## src/rtl/modexp_ctrl_pkg.sv

```systemverilog
// Shared definitions for the modular exponentiation controller.
// The RSA core can import the same state type, default width and constant.
package modexp_ctrl_pkg;

    localparam int DEFAULT_WIDTH = 16;

    localparam logic [DEFAULT_WIDTH-1:0] ONE = 1;

    typedef enum logic [2:0] {
        IDLE    = 3'd0,
        SCAN    = 3'd1,
        SQ_REQ  = 3'd2,
        MUL_REQ = 3'd3,
        FINISH  = 3'd4
    } state_t;

endpackage

```

## src/rtl/modexp_ctrl_exp_bit_scanner.sv

```systemverilog
// Exponent bit walker: holds the current bit index (MSB first) and reports
// whether the selected exponent bit is set and whether it is bit 0.
module exp_bit_scanner #(
    parameter int WIDTH = 16,
    localparam int IW = (WIDTH > 1) ? $clog2(WIDTH) : 1
) (
    input  logic             clk,
    input  logic             rst,
    input  logic             i_load,
    input  logic             i_dec,
    input  logic [WIDTH-1:0] i_exp,
    output logic             o_bit,
    output logic             o_last
);

    logic [IW-1:0] r_idx;

    // Index register: load to the MSB on a new operation, step down on request.
    always_ff @(posedge clk) begin
        if (rst) begin
            r_idx <= '0;
        end else if (i_load) begin
            r_idx <= IW'(WIDTH - 1);
        end else if (i_dec) begin
            r_idx <= r_idx - 1'b1;
        end
    end

    assign o_bit  = i_exp[r_idx];
    assign o_last = (r_idx == '0);

endmodule

```

## src/rtl/modexp_ctrl.sv

```systemverilog
// Left-to-right square-and-multiply controller for M^E mod N.
// All modular products are delegated to an external multiplier.
//
// Multiplier handshake: mul_req rises with mul_a/mul_b/mul_n already valid and
// all four stay constant up to and including the cycle mul_ack is seen high.
// mul_r is captured in the mul_ack cycle, mul_req drops in the next cycle, and
// mul_ack is ignored whenever mul_req is low. Only one request is ever open.
module modexp_ctrl
    import modexp_ctrl_pkg::*;
#(
    parameter int WIDTH = DEFAULT_WIDTH
) (
    input  logic             clk,
    input  logic             rst,
    input  logic             start,
    input  logic [WIDTH-1:0] msg,
    input  logic [WIDTH-1:0] exp,
    input  logic [WIDTH-1:0] n,
    output logic             busy,
    output logic             done,
    output logic             err,
    output logic [WIDTH-1:0] result,
    output logic             mul_req,
    output logic [WIDTH-1:0] mul_a,
    output logic [WIDTH-1:0] mul_b,
    output logic [WIDTH-1:0] mul_n,
    input  logic             mul_ack,
    input  logic [WIDTH-1:0] mul_r,
    output logic [2:0]       o_dbg_state
);

    localparam logic [WIDTH-1:0] ONE_W = WIDTH'(ONE);

    state_t           r_state;
    logic [WIDTH-1:0] r_m;
    logic [WIDTH-1:0] r_e;
    logic [WIDTH-1:0] r_n;
    logic [WIDTH-1:0] r_r;
    logic [WIDTH-1:0] r_result;
    logic [WIDTH-1:0] r_mul_a;
    logic [WIDTH-1:0] r_mul_b;
    logic             r_busy;
    logic             r_done;
    logic             r_err;
    logic             r_mul_req;

    logic w_illegal;
    logic w_ack;
    logic w_load;
    logic w_dec;
    logic w_bit;
    logic w_last;

    assign w_illegal = (n == '0) || (msg >= n);
    assign w_ack     = r_mul_req & mul_ack;

    exp_bit_scanner #(.WIDTH(WIDTH)) u_scanner (
        .clk    (clk),
        .rst    (rst),
        .i_load (w_load),
        .i_dec  (w_dec),
        .i_exp  (r_e),
        .o_bit  (w_bit),
        .o_last (w_last)
    );

    // Scanner control: load on an accepted legal start, step once a bit is consumed.
    always_comb begin
        w_load = 1'b0;
        w_dec  = 1'b0;
        case (r_state)
            IDLE:    w_load = start & ~w_illegal;
            SCAN:    w_dec  = ~w_last;
            SQ_REQ:  w_dec  = w_ack & ~w_bit & ~w_last;
            MUL_REQ: w_dec  = w_ack & ~w_last;
            default: ;
        endcase
    end

    // Main sequencer: operand capture, bit scan, square/multiply requests, completion.
    always_ff @(posedge clk) begin
        if (rst) begin
            r_state   <= IDLE;
            r_m       <= '0;
            r_e       <= '0;
            r_n       <= '0;
            r_r       <= '0;
            r_result  <= '0;
            r_mul_a   <= '0;
            r_mul_b   <= '0;
            r_busy    <= 1'b0;
            r_done    <= 1'b0;
            r_err     <= 1'b0;
            r_mul_req <= 1'b0;
        end else begin
            r_done <= 1'b0;
            r_err  <= 1'b0;
            case (r_state)
                IDLE: begin
                    if (start) begin
                        if (w_illegal) begin
                            r_err    <= 1'b1;
                            r_result <= '0;
                        end else begin
                            r_m     <= msg;
                            r_e     <= exp;
                            r_n     <= n;
                            r_busy  <= 1'b1;
                            r_state <= SCAN;
                        end
                    end
                end
                SCAN: begin
                    if (w_bit) begin
                        // Leading one: R starts as M, no multiply needed.
                        r_r     <= r_m;
                        r_state <= w_last ? FINISH : SQ_REQ;
                    end else if (w_last) begin
                        // E == 0: M^0 is 1, except that 1 mod 1 is 0.
                        r_r     <= (r_n == ONE_W) ? '0 : ONE_W;
                        r_state <= FINISH;
                    end
                end
                SQ_REQ: begin
                    if (!r_mul_req) begin
                        r_mul_req <= 1'b1;
                        r_mul_a   <= r_r;
                        r_mul_b   <= r_r;
                    end else if (mul_ack) begin
                        r_r       <= mul_r;
                        r_mul_req <= 1'b0;
                        if (w_bit) begin
                            r_state <= MUL_REQ;
                        end else if (w_last) begin
                            r_state <= FINISH;
                        end
                    end
                end
                MUL_REQ: begin
                    if (!r_mul_req) begin
                        r_mul_req <= 1'b1;
                        r_mul_a   <= r_r;
                        r_mul_b   <= r_m;
                    end else if (mul_ack) begin
                        r_r       <= mul_r;
                        r_mul_req <= 1'b0;
                        r_state   <= w_last ? FINISH : SQ_REQ;
                    end
                end
                FINISH: begin
                    r_result <= r_r;
                    r_done   <= 1'b1;
                    r_busy   <= 1'b0;
                    r_state  <= IDLE;
                end
                default: r_state <= IDLE;
            endcase
        end
    end

    assign busy        = r_busy;
    assign done        = r_done;
    assign err         = r_err;
    assign result      = r_result;
    assign mul_req     = r_mul_req;
    assign mul_a       = r_mul_a;
    assign mul_b       = r_mul_b;
    assign mul_n       = r_n;
    assign o_dbg_state = r_state;

endmodule
```

## config.mk

```make
export PLATFORM = sky130hd
export DESIGN_NAME = modexp_ctrl
export DESIGN_NICKNAME = d
export VERILOG_FILES = /design/src/rtl/modexp_ctrl_pkg.sv /design/src/rtl/modexp_ctrl_exp_bit_scanner.sv /design/src/rtl/modexp_ctrl.sv
export SDC_FILE = /design/constraint.sdc
export NUM_CORES = 1
export LEC_CHECK = 0
export BUFFER_PORTS_ARGS = -buffer_cell sky130_fd_sc_hd__buf_2
export CAP_MARGIN = 40
export CORE_AREA = 2 2 109 164
export DETAILED_ROUTE_END_ITERATION = 8
export DIE_AREA = 0 0 111 166
export PLACE_DENSITY = 0.62
export SETUP_SLACK_MARGIN = 0.4
export SYNTH_ARGS = -nofsm -noshare
export SYNTH_HDL_FRONTEND = slang
export SYNTH_HIERARCHICAL = 1
export SYNTH_SLANG_ARGS = --single-unit
```

## constraint.sdc

```tcl
create_clock -name clk -period 2.8 [get_ports clk]
set_clock_uncertainty 0.2 [all_clocks]
set_input_delay 0.42 -clock clk [delete_from_list [all_inputs] [get_ports clk]]
set_output_delay 0.42 -clock clk [all_outputs]
set_load 0.005 [all_outputs]
```

## Word-level counts from Yosys, hierarchy flattened

Cells that the tools add are included.

| storage, ports and cells | value |
|---|---|
| bits of input ports | 68 |
| memory bits (read-only) | 0 |
| bits in latches | 0 |
| RAM bits | 0 |
| output and inout port bits | 71 |
| register bits | 123 |
| memories | 0 |

| cells by class | value |
|---|---|
| divide/modulo/power cells | 0 |
| add/sub/neg operators | 1 |
| magnitude comparators | 2 |
| eq/ne operators | 17 |
| bitwise logic cells | 11 |
| shift operators | 0 |
| multiplexer cells | 36 |
| reduce and logical (&&, ||, !) cells | 17 |
| multiply operators | 0 |

Operators by type and width:

| operator | count |
|---|---|
| 16-bit two-way mux | 8 |
| 16-bit case mux with 2 select lines | 3 |
| 3-bit two-way mux | 10 |
| 2-bit inequality test, second input constant | 9 |
| 16-bit by 1-bit equality test with 1-bit output, second input constant | 1 |
| 16-bit >= comparator | 1 |
| 16-bit zero test | 1 |
| 3-bit case mux with 4 select lines | 1 |
| 3-bit AND reduction | 4 |
| 1-bit two-way mux | 9 |
| 4-bit two-way mux | 2 |
| 2-bit nonzero test | 4 |
| 3-bit by 2-bit equality test with 1-bit output, second input constant | 2 |
| 1-bit NOT | 6 |
| 6-bit AND reduction | 1 |
| 1-bit bitwise AND | 5 |
| 4-bit by 5-bit less-than comparator with 1-bit output, second input constant | 1 |
| 1-bit binary-select mux with 4-bit select | 1 |
| 4-bit zero test | 1 |
| 2-bit by 1-bit inequality test with 1-bit output, second input constant | 2 |
| 4-bit AND reduction | 1 |
| 4-bit by 1-bit subtractor with 4-bit output, second input constant | 1 |
| 3-bit by 1-bit equality test with 1-bit output, second input constant | 1 |
| 3-bit equality test, second input constant | 1 |
| 8 further kinds | 8 |

## Logic depth before layout (Yosys ltp)

| depth | value |
|---|---|
| word-level depth | 8 |
| depth in mapped cells | 11 |
| depth with buffers taken out | 9 |

## Modules after synthesis

Netlist, hierarchy kept.

Modules (own cells, without submodules):

| module | times used | cells each | sequential area each (sq um) | area an instance (sq um) |
|---|---|---|---|---|
| modexp_ctrl | 1 | 593 | 2382.3 | 5517.8 |
| exp_bit_scanner | 1 | 28 | 80.1 | 325.3 |

## Least setup slack after synthesis

Ideal clock, no wire load.

| timing path | value |
|---|---|
| path type | reg2reg |
| from | register u_scanner.r_idx[0] |
| to | register u_scanner.r_idx[3] |
| stages on the path, launching flop included | 12 |
| arrival time | 2632 ps |
| slack | -151 ps |
| setup time | 119 ps |
| cells stage by stage | dfxtp_1 > buf_6 > mux4_1 > mux2i_1 > mux2i_1 > clkbuf_1 > inv_1 > a21oi_1 > nor4_1 > nor4b_1 > xnor2_1 > a21oi_1 |

| between the ends | value |
|---|---|
| longest elaborated chain between the ends | 7 |
| elaborated cells between the ends (all ways) | 13 |
| classes of those cells | add/sub: 1; mux: 5; bitwise: 5; reduce/logical: 2 |

RTL lines:

| item | line | text |
|---|---|---|
| start, declared | modexp_ctrl_exp_bit_scanner.sv:16 | `logic [IW-1:0] r_idx;` |
| start signal, assigned | modexp_ctrl_exp_bit_scanner.sv:23 | `r_idx <= IW'(WIDTH - 1);` |
| start signal, assigned | modexp_ctrl_exp_bit_scanner.sv:25 | `r_idx <= r_idx - 1'b1;` |
| 1-bit binary-select mux with 4-bit select | modexp_ctrl_exp_bit_scanner.sv:29 | `assign o_bit = i_exp[r_idx];` |
| 1-bit two-way mux (not written as such) | modexp_ctrl_exp_bit_scanner.sv:29 |  |
| net w_bit | modexp_ctrl.sv:51 | `logic w_bit;` |
| 1-bit NOT | modexp_ctrl.sv:74 | `SQ_REQ: w_dec = w_ack & ~w_bit & ~w_last;` |
| 1-bit bitwise AND (2 in a row) | modexp_ctrl.sv:74 |  |
| 1-bit case mux with 3 select lines | modexp_ctrl.sv:71 | `case (r_state)` |
| net w_dec | modexp_ctrl.sv:50 | `logic w_dec;` |
| 2-bit nonzero test (no line) | - |  |

The timed path passes the listed nets, and every way through them passes these cells. The select of a mux whose other input is x is not followed.
A chain may end at the register's enable or synchronous reset.

## Worst setup path in the final report

Same ends and word-level chain as after synthesis.

==> results.py <==
metrics = {
    "power_and_ir_drop": {
        "leakagePower_nw": 3.28,
        "p_per_area_mw_per_mm2": 704,
        "finalPower_w": 0.00554,
        "irDropWorstVdd_v": 0.000378,
    },
    "route": {
        "drt.antenna.violating_nets": 0,
        "dr.pass1.iters": 4,
        "route.detailed.drc": 0,
        "vias": 4871,
        "drtIter0Drc": 217,
        "vias_per_cell": 4.81,
        "wire_per_inst_um": 16.1,
        "routed_wl_um": 16300,
    },
    "synthesis": {
        "synth_flop_cell": "dfxtp_1",
        "ys_seq_elements": 123,
        "yosysSeqAreaShare": 0.421,
        "syn_avg_cell_area_um2": 9.41,
        "synthArstFlopShare": 0,
        "synth-edff-count": 0,
        "ys.warnings.count": 6,
        "syn-cell-area_mm2": 0.00584,
        "syn_nets": 706,
        "synth_cells": 621,
        "yosysUniqueCellTypes": 46,
    },
    "hold_path": {
        "hold_path_class": "in2reg",
    },
    "final_layout": {
        "fillCellCount": 1624,
        "drive_above_1_share": 0.348,
        "finalNetCount": 871,
        "postLayoutCellArea_mm2": 0.00787,
        "insertedDiodeCount": 0,
        "area_growth_pct": 34.7,
    },
    "clocking": {
        "clock-root-buffer": "clkbuf_16",
        "cts_sinks": 123,
        "postCtsHoldBufs": 0,
        "clk_pin_slew_worst_paths_ns": 0.06,
        "clk_latency_ns": 0.42,
        "clockBufferDepth": 2,
        "cts_max_level": 4,
        "numCtsBuffers": 17,
        "cts_tree": "done",
    },
    "floorplanning": {
        "core_mm2": 0.0171,
        "die_y_um": 166,
        "die_width_um": 111,
        "initial_utilization": 0.343,
        "rows": 59,
        "num_io_pins": 139,
        "die_area_mm2": 0.0184,
    },
    "worst_setup_path": {
        "path_max_fanout": 5,
        "cp-end-kind": "flop",
        "timing_worst_setup_path_type": "reg2reg",
        "critical_path_required_ns": 2.87,
        "arrival_ns": 2.70,
        "start_kind": "flop",
    },
    "sta": {
        "fin_crit_sh": 0.938,
        "report.final.slew_viol_count": 0,
        "fin_crit_ns": 2.63,
        "setup_viol": 0,
        "layout_setup_ws_ns": 0.173,
        "max-slew-margin-rel": 0.487,
        "clock.fmax_ghz": 0.381,
        "hold_viol": 0,
        "rsz0062_at_grt": "true",
        "worst_pin_slew_ns": 0.770,
    },
    "grt": {
        "gr-total-overflow": 0,
        "grt_max_degree": 154,
        "grt_usage": 0.169,
        "grt_pass1_vias": 4699,
        "antenna_found_initial": 0,
        "grt_pass1_wl_um": 24800,
    },
    "place": {
        "dp_slack_ns": 0.00217,
        "gp_congestion": 0.761,
        "port_buffers": 138,
        "dp_hpwl_um": 11100,
        "place_area_mm2": 0.00700,
    },
    "job": {
        "drv_cap": 0,
    },
    "run_status": {
        "status": "complete, no violations",
    },
}
[power breakdown]
group | switching (W) | internal [W] | total [W]
Combinational | 0.000570 | 0.000597 | 0.00117
Clock | 0.000817 | 0.00149 | 0.00231
Sequential | 0.000158 | 0.00191 | 0.00207
[layout by cell type (no fill, tap or decap), types with 3 or more instances in the layout]
| master | netlist | layout |
|---|---|---|
| nand3_1 | 18 | 18 |
| buf_6 | 7 | 5 |
| a22o_2 | 16 | 16 |
| a211oi_1 | 17 | 16 |
| nor4_1 | 9 | 6 |
| inv_1 | 20 | 17 |
| mux2i_1 | 67 | 66 |
| clkbuf_16 | 0 | 20 |
| o21ai_0 | 7 | 6 |
| buf_4 | 1 | 41 |
| nand2b_1 | 100 | 99 |
| buf_12 | 0 | 4 |
| clkinv_4 | 0 | 4 |
| a21oi_1 | 28 | 24 |
| mux4_2 | 0 | 4 |
| nand2_1 | 58 | 58 |
| bufinv_16 | 0 | 4 |
| nand4_1 | 4 | 4 |
| nor2_1 | 38 | 36 |
| a21oi_2 | 0 | 3 |
| dfxtp_1 | 123 | 121 |
| nor3_1 | 5 | 5 |
| clkinvlp_4 | 0 | 3 |
| a311oi_1 | 16 | 16 |
| buf_2 | 4 | 137 |
| ha_1 | 17 | 15 |
[area by class of cell]
cell class	instances	area, um^2	share of cell area
multi-input combinational	433	3210	0.408
sequential	123	2470	0.313
timing repair buffer	191	1220	0.155
clock buffer	18	429	0.0545
tap	213	267	0.0339
clock inverter	14	196	0.0250
inverter	20	77.6	0.00986
[timing repair]
item | in CTS | in global routing
setup buffers | 5 | 5
endpoints found under the setup margin | 21 | 57
endpoints found under the hold margin | 0 | 0
pin swaps | 6 | 7
resized for setup | 7 | 12
cloned | 0 | 4
[state kept, by name (all words and copies together) (netlist names)]
signal           cells
mul_req              1
busy                 1
err                  1
r_e                 16
result              16
mul_b               16
r_r                 16
mul_a               16
mul_n               16
u_scanner/r_idx      4
o_dbg_state          3
r_m                 16
done                 1
[path summary, 6_finish.rpt]
kind | startpoint | slack (ns) | end | cells after the start
max | u_scanner/r_idx[0] | 0.17 | u_scanner/r_idx[3] | 9
min | exp[2] | 0.06 | r_e[2] | 3
max reg2reg | u_scanner/r_idx[0] | 0.17 | u_scanner/r_idx[3] | 9
min reg2reg | mul_a[7] | 0.25 | mul_a[7] | 2
[Yosys cell counts, types with 4 or more instances]
cell | count | area, um^2
a211oi_1 | 17 | 128
a21oi_1 | 28 | 140
a22o_2 | 16 | 160
a311oi_1 | 16 | 140
buf_2 | 4 | 20.0
buf_6 | 7 | 78.8
clkbuf_1 | 31 | 116
dfxtp_1 | 123 | 2460
ha_1 | 17 | 213
inv_1 | 20 | 75.1
mux2i_1 | 67 | 671
mux4_1 | 4 | 105
nand2_1 | 58 | 218
nand2b_1 | 100 | 626
nand3_1 | 18 | 90.1
nand4_1 | 4 | 25.0
nor2_1 | 38 | 143
nor3_1 | 5 | 25.0
nor4_1 | 9 | 56.3
o21ai_0 | 7 | 35.0
[metal layers]
layer / vias to the layer above / part of all wire / track usage
met1: 2218 / 0.42 / 0.205
met2: 133 / 0.51 / 0.296
li1: 2499 / - / -
met5: - / 0 / 0
met4: 0 / 0.021 / 0.0571
met3: 21 / 0.051 / 0.0383
[worst max-delay path: stages (launching register included)]
cell and delay, ns:
dfxtp_4 0.40, mux4_2 0.53, mux2i_1 0.22, mux2i_2 0.15
inv_4 0.09, a21oi_4 0.06, nor4_4 0.33, nor4b_4 0.28
xnor2_2 0.16, a21oi_2 0.08
[metrics by stage]
| step | setup TNS, ns | utilization | instances | hold slack (ns) |
|---|---|---|---|---|
| global route | 0 | 0.462 | 1012 | 0.0478 |
| floorplan | 0 | - | 621 | 0.245 |
| global placement | -4.72 | 0.410 | 965 | 0.240 |
| detailed placement | 0 | 0.411 | 966 | 0.245 |
| CTS | 0 | 0.451 | 1003 | 0.0450 |
| finish | 0 | 0.462 | 1012 | 0.0608 |
[kinds of logic after synthesis]
| group | count (synthesis) | synth area share |
|---|---|---|
| mux | 72 | 0.135 |
| compound gates | 94 | 0.127 |
| simple gates | 247 | 0.224 |
| xor+xnor | 3 | 0.00450 |
| fa+ha+maj | 17 | 0.0364 |
| buf+inv | 65 | 0.0522 |
| flops | 123 | 0.421 |
(Power assumes the default switching activity.)
